`config.mk`:
```
export PLATFORM = sky130hd
export DESIGN_NAME = alu_ctrl_seq
export DESIGN_NICKNAME = d
export VERILOG_FILES = /design/src/rtl/alu_ctrl_seq.sv
export SDC_FILE = /design/constraint.sdc
export NUM_CORES = 1
export LEC_CHECK = 0
export CAP_MARGIN = 20
export CORE_AREA = 5 5 60 62
export CTS_BUF_LIST = sky130_fd_sc_hd__clkbuf_8
export DETAILED_ROUTE_END_ITERATION = 8
export DIE_AREA = 0 0 65 67
export GPL_TIMING_DRIVEN = 1
export PLACE_DENSITY_LB_ADDON = 0.2
export SYNTH_ARGS = -nofsm -noshare
export SYNTH_HDL_FRONTEND = slang
export SYNTH_SLANG_ARGS = --single-unit
```
`constraint.sdc`:
```
create_clock -name Clk -period 2.2 [get_ports Clk]
set_input_delay 0.66 -clock Clk [delete_from_list [all_inputs] [get_ports Clk]]
set_output_delay 0.66 -clock Clk [all_outputs]
set_load 0.01 [all_outputs]
```
`src/rtl/alu_ctrl_seq.sv`:
```
// rtl/alu_ctrl_seq.sv - registered ALU control decoder with multi-cycle sequencing
// Optional DIV/DIVU support is enabled by defining ALUCTRL_DIV_EN.
module alu_ctrl_seq #(
  parameter int ALUOP_W = 5,
  parameter int MUL_LAT = 4,
  parameter int DIV_LAT = 16,
  parameter int CNT_W   = 5
) (
  input  logic               Clk,
  input  logic               Rst,
  input  logic               In_Valid,
  input  logic [5:0]         Opcode,
  input  logic [5:0]         Funct,
  input  logic               I21,
  input  logic               I6,
  input  logic               I16,
  input  logic               Flush,
  output logic               Stall,
  output logic               Out_Valid,
  output logic [ALUOP_W-1:0] ALUOp,
  output logic               HiLoWrite,
  output logic               Illegal
);

  localparam logic [1:0] S_IDLE     = 2'd0;
  localparam logic [1:0] S_MUL_BUSY = 2'd1;
`ifdef ALUCTRL_DIV_EN
  localparam logic [1:0] S_DIV_BUSY = 2'd2;
  localparam logic [CNT_W-1:0] DIV_CNT0 = CNT_W'(DIV_LAT - 1);
`endif
  localparam logic [CNT_W-1:0] MUL_CNT0 = CNT_W'(MUL_LAT - 1);

  if ((MUL_LAT < 1) || (DIV_LAT < 1) ||
      ((MUL_LAT - 1) >= (1 << CNT_W)) || ((DIV_LAT - 1) >= (1 << CNT_W))) begin : g_bad_params
    $error("alu_ctrl_seq: latency parameters do not fit CNT_W");
  end

  logic [1:0]         state_q, state_d;
  logic [CNT_W-1:0]   cnt_q, cnt_d;
  logic               out_valid_q, out_valid_d;
  logic [ALUOP_W-1:0] aluop_q, aluop_d;
  logic               hilo_q, hilo_d;
  logic               illegal_q, illegal_d;

  logic [4:0] dec_code;
  logic       dec_ill;
  logic       dec_mul;
`ifdef ALUCTRL_DIV_EN
  logic       dec_div;
`endif

  // Illegal encodings leave dec_code at 0 so ALUOp reads 0 alongside Illegal.
  always_comb begin
    dec_code = 5'd0;
    dec_ill  = 1'b0;
    dec_mul  = 1'b0;
`ifdef ALUCTRL_DIV_EN
    dec_div  = 1'b0;
`endif
    case (Opcode)
      6'd0: begin
        case (Funct)
          6'd0:         dec_code = 5'd6;
          6'd2:         dec_code = I21 ? 5'd9 : 5'd4;
          6'd3:         dec_code = 5'd8;
          6'd4:         dec_code = 5'd7;
          6'd6:         dec_code = I6 ? 5'd10 : 5'd5;
          6'd7:         dec_code = 5'd11;
          6'd16:        dec_code = 5'd28;
          6'd17:        dec_code = 5'd2;
          6'd18:        dec_code = 5'd29;
          6'd19:        dec_code = 5'd3;
          6'd24:        begin dec_code = 5'd20; dec_mul = 1'b1; end
          6'd25:        begin dec_code = 5'd21; dec_mul = 1'b1; end
`ifdef ALUCTRL_DIV_EN
          6'd26:        begin dec_code = 5'd26; dec_div = 1'b1; end
          6'd27:        begin dec_code = 5'd27; dec_div = 1'b1; end
`endif
          6'd32, 6'd33: dec_code = 5'd13;
          6'd34, 6'd35: dec_code = 5'd14;
          6'd36:        dec_code = 5'd0;
          6'd37:        dec_code = 5'd1;
          6'd38:        dec_code = 5'd15;
          6'd39:        dec_code = 5'd16;
          6'd42:        dec_code = 5'd17;
          6'd43:        dec_code = 5'd19;
          default:      dec_ill  = 1'b1;
        endcase
      end
      6'd1:          dec_code = I16 ? 5'd18 : 5'd12;
      6'd4:          dec_code = 5'd24;
      6'd5:          dec_code = 5'd25;
      6'd8, 6'd9:    dec_code = 5'd13;
      6'd10:         dec_code = 5'd17;
      6'd11:         dec_code = 5'd19;
      6'd12:         dec_code = 5'd0;
      6'd13:         dec_code = 5'd1;
      6'd14:         dec_code = 5'd15;
      6'd15:         dec_code = 5'd23;
      6'd35, 6'd43:  dec_code = 5'd13;
      6'd28: begin
        case (Funct)
          6'd0, 6'd2: begin dec_code = 5'd31; dec_mul = 1'b1; end
          6'd4:       begin dec_code = 5'd22; dec_mul = 1'b1; end
          default:    dec_ill = 1'b1;
        endcase
      end
      default: dec_ill = 1'b1;
    endcase
  end

  // Flush overrides both a new accept and an expiring countdown.
  always_comb begin
    state_d     = state_q;
    cnt_d       = cnt_q;
    out_valid_d = 1'b0;
    hilo_d      = 1'b0;
    aluop_d     = aluop_q;
    illegal_d   = illegal_q;
    if (Flush) begin
      state_d = S_IDLE;
      cnt_d   = '0;
    end else if (state_q == S_IDLE) begin
      if (In_Valid) begin
        aluop_d   = ALUOP_W'(dec_code);
        illegal_d = dec_ill;
        if (dec_mul) begin
          state_d = S_MUL_BUSY;
          cnt_d   = MUL_CNT0;
        end
`ifdef ALUCTRL_DIV_EN
        else if (dec_div) begin
          state_d = S_DIV_BUSY;
          cnt_d   = DIV_CNT0;
        end
`endif
        else begin
          out_valid_d = 1'b1;
        end
      end
    end else begin
      if (cnt_q == '0) begin
        state_d     = S_IDLE;
        out_valid_d = 1'b1;
        hilo_d      = 1'b1;
      end else begin
        cnt_d = cnt_q - CNT_W'(1);
      end
    end
  end

  always_ff @(posedge Clk or negedge Rst) begin
    if (!Rst) begin
      state_q     <= S_IDLE;
      cnt_q       <= '0;
      out_valid_q <= 1'b0;
      aluop_q     <= '0;
      hilo_q      <= 1'b0;
      illegal_q   <= 1'b0;
    end else begin
      state_q     <= state_d;
      cnt_q       <= cnt_d;
      out_valid_q <= out_valid_d;
      aluop_q     <= aluop_d;
      hilo_q      <= hilo_d;
      illegal_q   <= illegal_d;
    end
  end

  assign Stall     = (state_q != S_IDLE);
  assign Out_Valid = out_valid_q;
  assign ALUOp     = aluop_q;
  assign HiLoWrite = hilo_q;
  assign Illegal   = illegal_q;

endmodule

```
Word-level counts from Yosys, hierarchy flattened. Index checks and enable logic that the tools add are counted.

Reductions and logical operators: 17. Equality and inequality tests: 38. $add $sub $neg: 1. Mux-type cells: 29. Bitwise logic cells: 1.

Operators by type and width (number): $pmux W5 S19 (1); $eq A6 B6 Y1 const B (12); $pmux W5 S11 (1); $eq A6 B4 Y1 const B (8); $eq A6 B5 Y1 const B (7); $eq A6 B3 Y1 const B (5); $mux W5 (6); $reduce_or A22 Y1 (1); $reduce_or A13 Y1 (1); $eq A6 B2 Y1 const B (2); $logic_not A6 Y1 (2); $mux W1 (11); $mux W2 (5); $pmux W5 S2 (1); $ne A3 B3 Y1 const B (3); $reduce_and A3 Y1 (3); $mux W4 (2); $reduce_or A2 Y1 (4); $eq A6 B1 Y1 const B (1); $logic_not A5 Y1 (1); $sub A5 B1 Y5 const B (1); $reduce_or A4 Y1 (1); $pmux W1 S3 (1); $reduce_bool A3 Y1 (1); 5 further kinds (5).

Register bits: 15. Output and inout port bits: 9. Bits of input ports: 19. Logic and storage cells: 92.

Longest topological paths before layout. Gate-level depths: netlist of run 1.

Word-level depth: 8. Gate-level depth with buffers: 7.

Least setup slack after synthesis of run 1. Ideal clock, no wire load.

Path kind: input-to-reg. From: input port Opcode[5]. To: register aluop_q[2], in the netlist ALUOp[2]. Data arrival time: 1.957 ns. Buffers on the path: 1. Data required time: 2.104 ns. Cell stages on the path: 6. Path slack: 0.148 ns. Cells stage by stage: clkbuf_1 nor2_4 nand2_1 nand4b_4 or4_4 a311oi_2.

Word-level cells in the longest chain between the ends: 3. Elaborated cells on any way between the ends: 16. Classes of those cells: 13 x eq/ne; 1 x mux; 2 x reduce/logical.

RTL lines: from (decl) (RTL line 12) `input logic [5:0] Opcode,`; $eq A6 B6 Y1 / $eq A6 B4 Y1 (equally long branches) (RTL line 60) `case (Opcode)`; $reduce_or A4 Y1 (no source line); $pmux W5 S11 * (RTL line 60); to (signal assigned) (RTL line 164) `aluop_q <= aluop_d;`; to (decl) (RTL line 41) `logic [ALUOP_W-1:0] aluop_q, aluop_d;`.

Mark *: on every way between the ends. The rest lies on a longest branch, timed or not. A chain may end at the register's enable or synchronous reset.

Worst setup path in the final report of run 1.
From: input port Opcode[4]. To: register aluop_q[2], in the netlist ALUOp[2].

The elaborated chain is that of the path after synthesis.

==> metrics.txt, run 1 <==
status complete, no violations; GR Overflow Total 0; clk_lat worst skew 0.25 ns; synthesis-stage register bit count 14; WL per Instance approximately 16 µm; Fin Setup TNS 0 ns; Synth Area in Adders 0.0160; sequential area share after synthesis 0.224; antenna cell count 0; sequential share of power 0.323; Crit path required time between 2 and 2.5 ns; post-route DRC violation count 0; DIE WIDTH 65 µm; overall routed net length 4800 µm; Switching Power 0.000321 W; hold_ws around 0.53 ns; Peak VDD IR 0.187 mV; top cell type by total area after synthesis dfrtp_1; most common cell in the netlist nor2_1; layout cells sized above 1 0.245; final hold vios 0; Crit Path Max Fanout 3; Rows 20; nets@finish 287; First-pass DRT Iterations 5; first-pass GRT wire length 7940 µm; initial DRC count 185; Logic pwr share 0.420; hold_buf cts 0; number of library cell types mapped by synthesis 56; post-synthesis cell area 0.00157 mm²; gr usage total 0.235; post-synthesis compound-gate area fraction 0.331; final weighted congestion in routability-driven placement 1.02; Final WS setup 0.106 ns; number of global-route vias before repair 1716; Num CTS Buffers 3; CTS tree done; Top FF cell, synth dfrtp_1; pre-CTS setup slack -0.376 ns; initial antenna violation count 0; total power 0.000969 W; Final setup violation count 0; number of flops mapped to enable cells by yosys 0; Die H 67 µm; cells after synthesis 209; initial core utilization 0.526; Leak 0.959 nW; top cells by count, synth nor2_1 (25), a21oi_1 (15), dfrtp_1 (14), nand2_1 (14), nor2b_1 (14); Worst Clk Skew 0.00336 ns; Syn-to-layout area delta 41.7%; Filler cells about 260; switching share of power 0.331; Ports 28; Longest Clk Path Bufs 2; cell chosen for the clock root clkbuf_8; port bufs 27; vias per inst 6.13; clock share of power 0.257; Final period util 0.952; Cell Pwr Density 437 mW/mm²; Slew Limit Headroom 0.573; critical path class input pin to register; deepest level of the CTS H-tree 1; Post-Synth Simple-Gate Area 0.359; startpoint types input pin; Setup Fix Bufs, Post-CTS 0; routed via count about 1800; Max Slew Vio Count 0; Worst setup EP type register; hold crit path type register to register; top cell type's share of synthesized area 0.224; mux share of post-synthesis cell area 0.00719; RSZ-0062 raised after global routing false; XOR/XNOR Fraction of Synth Area 0.00559; clk slew on worst S/H paths 0.06 ns; fmax 478 MHz; die area 0.00436 mm²; CP arrival between 2 and 2.5 ns; max_cap viols 0; Clock Sinks 14; main area contributors after synthesis dfrtp_1 (22%), nor2_1 (6.0%), nor2b_1 (5.6%); largest family of logic cells by synthesized area simple AND/OR/NAND/NOR gates; Core Footprint 0.00298 mm²; post-DP HPWL 3750 µm; worst slew pin tran ~0.64 ns; Net Count, Synth 230; Synthesis Warnings 0; Reg area 350 µm²; multi-input logic area 0.00117 mm²; largest net degree at the start of global routing 15; Finished Core Util 0.745; cell internal pwr 0.000648 W; Final ANT Viol Nets 0; Final Critical Period between 2 and 2.5 ns; FFs w/ async S/R, synth 1.00; syn_area_per_cell 7.50 µm²
power groups by stage:
stage / registers, W / clock network [W] / logic [W]
floorplan: 0.000320 / 0 / 0.000204
global placement: 0.000314 / 0 / 0.000385
detailed placement: 0.000317 / 0 / 0.000395
CTS: 0.000312 / 0.000251 / 0.000397
global route: 0.000316 / 0.000269 / 0.000444
finish: 0.000313 / 0.000249 / 0.000407
sequential cells by signal (all words and copies together), names as in the netlist:
name       flops
Illegal        1
HiLoWrite      1
state_q        1
cnt_q          5
ALUOp          5
Out_Valid      1
placed cells by master (no fill, tap or decap), types with 4 or more instances in the layout:
| cell | Yosys | routed |
|---|---|---|
| buf_4 | 0 | 39 |
| nor2_1 | 25 | 24 |
| clkdlybuf4s50_1 | 0 | 16 |
| a21oi_1 | 15 | 15 |
| dfrtp_1 | 14 | 14 |
| nand2_1 | 14 | 14 |
| nor2b_1 | 14 | 13 |
| nand2b_1 | 8 | 8 |
| dlygate4sd2_1 | 0 | 8 |
| o21ai_0 | 8 | 7 |
| inv_1 | 6 | 6 |
| nor3_1 | 6 | 5 |
| o22ai_1 | 4 | 4 |
| nor4_1 | 4 | 4 |
| a21o_1 | 4 | 4 |
| a22oi_1 | 4 | 4 |
| o21ai_1 | 3 | 4 |
| clkbuf_8 | 0 | 4 |
routing by layer:
layer  track usage  part of all wire  vias to the layer above
met5             0                 0                        -
met4        0.0871             0.020                        0
met3        0.0337             0.063                        9
met2         0.414              0.49                       76
met1         0.287              0.43                      857
li1              -                 -                      886
final timing paths:
kind	cells after the start	slack (ns)	endpoint	startpoint
min in group asynchronous	1	0.81	ALUOp[2]$_DFFE_PN0P_	Rst
min	1	0.53	cnt_q[4]$_DFFE_PN0P_	cnt_q[4]$_DFFE_PN0P_
max in group asynchronous	1	0.98	Out_Valid$_DFF_PN0_	Rst
min reg2reg	1	0.53	cnt_q[4]$_DFFE_PN0P_	cnt_q[4]$_DFFE_PN0P_
max	6	0.11	ALUOp[2]$_DFFE_PN0P_	Opcode[4]
max reg2reg	7	0.18	cnt_q[3]$_DFFE_PN0P_	cnt_q[0]$_DFFE_PN0P_
worst max-delay path: stages:
cell,delay (ns)
clkdlybuf4s50_1,0.48
nor2_4,0.13
nand2_1,0.08
nand4b_4,0.18
or4_4,0.49
a311oi_2,0.23
stage by stage:
stage                     std cells  instance area [µm²]
after floorplan                 209                 1570
after global placement          294                 2120
after detailed placement        294                 2120
after CTS                       298                 2180
after global routing            298                 2220
final                           298                 2220
repair_timing:
item / in CTS / in global routing
pin swaps: 3 / 2
cloned: 0 / 0
gates resized for setup: 13 / 11
setup endpoints to repair: 7 / 9
layout make-up:
cell class / instances / area share
inverters: 6 / 0.0101
clock buffers: 4 / 0.0248
well taps: 33 / 0.0186
multi-input cells: 173 / 0.526
repair buffers: 68 / 0.263
flip-flops and latches: 14 / 0.158
cells by family after synthesis:
group,Yosys count
buffers and inverters,22
adder cells (fa/ha/maj),2
AO/OA/AOI/OAI,72
XOR/XNOR,1
multiplexers,1
flip-flops,14
AND/OR/NAND/NOR,97
No activity file was read; power rests on OpenSTA's default activity.
==> run 2, diff against run 1 <==
Settings changed: SETUP_SLACK_MARGIN set to 0.5.
Clock period 2.2 ns to 2.1 ns, I/O delays scaled along.
==> metrics.txt, run 2 (synthesized netlist as in run 1, its figures left out) <==
status complete, no violations; reg2reg end cnt_q[3]$_DFFE_PN0P_; Die H 67 µm; Clock Sinks 14; Max Slew Vio Count 0; commonest non-fill, non-tap cell in the layout buf_4; Worst setup EP type register; Filler cells 108; Core Footprint 0.00298 mm²; Crit path required time between 2 and 2.5 ns; vias per inst between 7 and 8; fmax roughly 500 MHz; hold crit path type register to register; Leak between 1 and 1.5 nW; Reg area 350 µm²; gr usage total 0.279; Final setup violation count 0; Ports 28; CP max stage cell or4b_4; final weighted congestion in routability-driven placement 0.929; largest incremental delay on the critical path 0.49 ns; layout cells sized above 1 0.505; initial DRC count 461; worst r2r src cnt_q[1]$_DFFE_PN0P_; CP arrival 2.14 ns; Peak VDD IR 0.236 mV; WL per Instance 25.1 µm; Rows 20; clk slew on worst S/H paths 0.07 ns; Final period util 0.950; die area 0.00436 mm²; most frequent cells in the layout buf_4 (54), nor2_1 (22), buf_6 (17); Cell Pwr Density 453 mW/mm²; DIE WIDTH 65 µm; post-DP HPWL a little under 4000 µm; port bufs 27; clk_lat worst skew 0.26 ns; Crit Path Max Fanout 6; initial core utilization 0.526; Syn-to-layout area delta 75.2%; r2r worst-path depth 7; antenna cell count 0; Final Critical Period 2.00 ns; CTS tree done; First-pass DRT Iterations 5; GR Overflow Total 0; Final WS setup 0.104 ns; Longest Clk Path Bufs 2; Hold Path Cell Cnt 1; reg-to-reg setup timing slack 0.10 ns; hold_sp cnt_q[4]$_DFFE_PN0P_; RSZ-0062 raised after global routing true; initial antenna violation count 0; routed via count roughly 2400; pre-CTS setup slack -0.378 ns; overall routed net length 8170 µm; post-route DRC violation count 0; max_cap viols 0; Final ANT Viol Nets 0; largest net degree at the start of global routing 15; number of global-route vias before repair between 2000 and 2500; worst path cell trace inv_1, ha_1, or4b_4, mux2_4, a21o_1, a22oi_2, o21ai_1; critical path class register to register; Num CTS Buffers 3; final hold vios 0; deepest level of the CTS H-tree 1; startpoint types register; multi-input logic area 0.00144 mm²; Slew Limit Headroom 0.533; cell chosen for the clock root clkbuf_8; nets@finish ~320; Hold EP cnt_q[4]$_DFFE_PN0P_; worst slew pin tran 0.698 ns; first-pass GRT wire length 9570 µm; hold_ws 0.555 ns; Worst Clk Skew 0.00157 ns
[run 2: changes by cell type in the layout (fill, tap and decap cells not counted), moves of 4 or more]
cell             before  now
buf_6                 2   17
nor2b_1              13    8
clkdlybuf4s50_1      16    3
dlygate4sd2_1         8   12
buf_4                39   54
[run 2: worst max path at each step]
stage | end | slack [ns] | start
floorplan | ALUOp[2]$_DFFE_PN0P_ | 0.23 | Opcode[1]
global placement | ALUOp[2]$_DFFE_PN0P_ | -0.33 | Funct[2]
detailed placement | ALUOp[2]$_DFFE_PN0P_ | -0.38 | Funct[5]
CTS | ALUOp[2]$_DFFE_PN0P_ | 0.15 | Opcode[2]
global route | cnt_q[3]$_DFFE_PN0P_ | 0.05 | cnt_q[0]$_DFFE_PN0P_
finish | cnt_q[3]$_DFFE_PN0P_ | 0.10 | cnt_q[1]$_DFFE_PN0P_
[run 2: area by class of cell]
class	count	area share
clock buffers	4	0.0201
inverters	6	0.00821
multi-input cells	173	0.523
well taps	33	0.0150
flip-flops and latches	14	0.128
repair buffers	96	0.306
[run 2: metrics by stage]
step	util	power (W)	instances	cell area (µm²)	setup TNS (ns)
2_1_floorplan	-	0.000577	209	1700	0
3_3_place_gp	0.751	0.000757	298	2240	-3.13
3_5_place_dp	0.751	0.000779	298	2240	-3.90
4_1_cts	0.835	0.00107	315	2490	0
5_1_grt	0.921	0.00128	326	2740	0
6_report	0.921	0.00124	326	2740	0
[run 2: power by group]
group,leakage (nW),internal (W),total [W],switching [W]
clock,0.0288,0.000167,0.000292,0.000125
sequential,0.180,0.000300,0.000329,0.0000288
combinational,1.00,0.000290,0.000622,0.000332
[run 2: repair_timing]
action | CTS | global route
hold buffers | 0 | 0
pin swaps | 20 | 25
endpoints found under the setup margin | 22 | 13
endpoints found under the hold margin | 0 | 0
setup buffers | 13 | 11
gates resized for setup | 93 | 48
[run 2: critical path, delay by kind of cell (launching register included)]
kind	cells	cell delay [ns]
simple gates	1	0.49
compound gates	3	0.42
flops	1	0.39
mux	1	0.32
fa+ha+maj	1	0.16
buf+inv	1	0.09
[run 2: layer usage]
metal	wire length, µm	vias to the layer above	GRT usage
li1	-	946	-
met1	2880	1080	0.313
met2	3760	243	0.511
met3	850	88	0.0489
met4	682	0	0.121
met5	0	-	0
==> run 3, diff against run 2 <==
Settings changed: CORE_AREA 5 5 60 62 to 3 3 67 69, DIE_AREA 0 0 65 67 to 0 0 70 72.
Clock period 2.1 ns to 2.55 ns, I/O delays scaled along.
==> metrics.txt, run 3 (synthesized netlist as in run 1, its figures left out) <==
Cell Pwr Density between 300 and 400 mW/mm²; Rows 23; overall routed net length between 4000 and 5000 µm; Final Critical Period 2.02 ns; Core Footprint 0.00397 mm²; Logic pwr share 0.432; GR Overflow Total 0; Finished Core Util 0.590; post-DP HPWL 3620 µm; initial DRC count 96; Syn-to-layout area delta 49.5%; gr usage total 0.185; initial core utilization 0.394; Final period util 0.792; clk slew on worst S/H paths 0.06 ns; final weighted congestion in routability-driven placement 0.845; clock share of power 0.253; number of global-route vias before repair 1699; layout cells sized above 1 0.367; vias per inst 5.50; critical path class input pin to register; Switching Power 0.000277 W; Longest Clk Path Bufs 2; sequential share of power 0.315; post-route DRC violation count 0; port bufs 27; Filler cells between 300 and 400; startpoint types input pin; cell chosen for the clock root clkbuf_8; CP max stage cell or4_4; routed via count roughly 1800; antenna cell count 0; Num CTS Buffers 3; most frequent cells in the layout buf_4 (49), nor2_1 (23), clkdlybuf4s50_1 (15); CTS tree done; largest incremental delay on the critical path 0.51 ns; total power 0.000854 W; Ports 28; Max Slew Vio Count 0; nets@finish 300; DIE WIDTH 70 µm; status complete, no violations; cell internal pwr about 0.00058 W; max_cap viols 0; Fin Setup TNS 0 ns; Crit Path Max Fanout 6; WL per Instance between 10 and 15 µm; final hold vios 0; Crit path required time 2.71 ns; Final setup violation count 0; first-pass GRT wire length 7680 µm; hold_ws 0.541 ns; Final ANT Viol Nets 0; initial antenna violation count 0; CP arrival ~2.2 ns; Worst Clk Skew 0.00141 ns; deepest level of the CTS H-tree 1; Clock Sinks 14; Leak 1.01 nW; Die H 72 µm; Worst setup EP type register; Peak VDD IR 0.161 mV; clk_lat worst skew 0.24 ns; largest net degree at the start of global routing 15; First-pass DRT Iterations 4; worst path cell trace clkbuf_2, buf_4, nand2b_1, a211o_1, nand4b_4, or4_4, a311oi_2; Slew Limit Headroom 0.578; die area roughly 0.0050 mm²; hold crit path type register to register; worst slew pin tran 0.631 ns; commonest non-fill, non-tap cell in the layout buf_4; switching share of power 0.324; hold_buf cts 0; fmax 495 MHz; RSZ-0062 raised after global routing true
run 3: cell count changes in the layout (fill, tap and decap cells not counted), moves of 4 or more:
cell	change
buf_6	-11
clkdlybuf4s50_1	+12
a211oi_2	-4
a211oi_1	+4
clkbuf_2	+8
dlygate4sd2_1	-12
buf_4	-5
run 3: stage by stage:
stage / cell area [µm²] / setup slack (ns) / cells
after floorplan: 1580 / 0.478 / 209
after global placement: 2200 / -0.0589 / 319
after detailed placement: 2200 / -0.0896 / 319
after CTS: 2300 / 0.428 / 325
after global routing: 2340 / 0.461 / 328
final: 2340 / 0.530 / 328
run 3: final cells by class:
type | count | area, µm² | share of cell area
well taps | 50 | 62.6 | 0.0267
multi-input cells | 173 | 1200 | 0.512
repair buffers | 81 | 651 | 0.278
clock buffers | 4 | 55.1 | 0.0235
inverters | 6 | 22.5 | 0.00962
flip-flops and latches | 14 | 352 | 0.150
run 3: worst paths after layout:
kind | slack (ns) | startpoint | to | depth (start not counted)
worst max-delay path | 0.53 | Funct[0] | ALUOp[2]$_DFFE_PN0P_ | 7
worst min-delay path | 0.54 | cnt_q[4]$_DFFE_PN0P_ | cnt_q[4]$_DFFE_PN0P_ | 1
worst max register to register | 0.57 | cnt_q[0]$_DFFE_PN0P_ | cnt_q[3]$_DFFE_PN0P_ | 7
worst min register to register | 0.54 | cnt_q[4]$_DFFE_PN0P_ | cnt_q[4]$_DFFE_PN0P_ | 1
max in group asynchronous | 1.19 | Rst | state_q[0]$_DFFE_PN0P_ | 1
min in group asynchronous | 0.91 | Rst | cnt_q[2]$_DFFE_PN0P_ | 1
run 3: power by group through the flow:
stage                     sequential, W  combinational [W]  clock, W
after global routing           0.000272           0.000404  0.000231
after floorplan                0.000276           0.000178         0
after detailed placement       0.000274           0.000348         0
after CTS                      0.000271           0.000351  0.000223
final                          0.000269           0.000369  0.000216
after global placement         0.000273           0.000346         0
run 3: what timing repair did:
action                     4_1_cts  5_1_grt
pin swaps                        7       11
gates resized for setup         27       43
setup endpoints to repair       14        9
setup buffers                    2        3
run 3: metal layers:
| layer | vias up | global-route usage | share of wire |
|---|---|---|---|
| met5 | - | 0 | 0 |
| met4 | 0 | 0.0702 | 0.022 |
| met3 | 13 | 0.0277 | 0.051 |
| met2 | 49 | 0.312 | 0.47 |
| met1 | 829 | 0.241 | 0.45 |
| li1 | 913 | - | - |
run 3: worst max-delay path: cells and delay by family:
kind / cells / cell delay, ns
AND/OR/NAND/NOR: 3 / 0.70
AO/OA/AOI/OAI: 2 / 0.40
buffers and inverters: 2 / 0.31
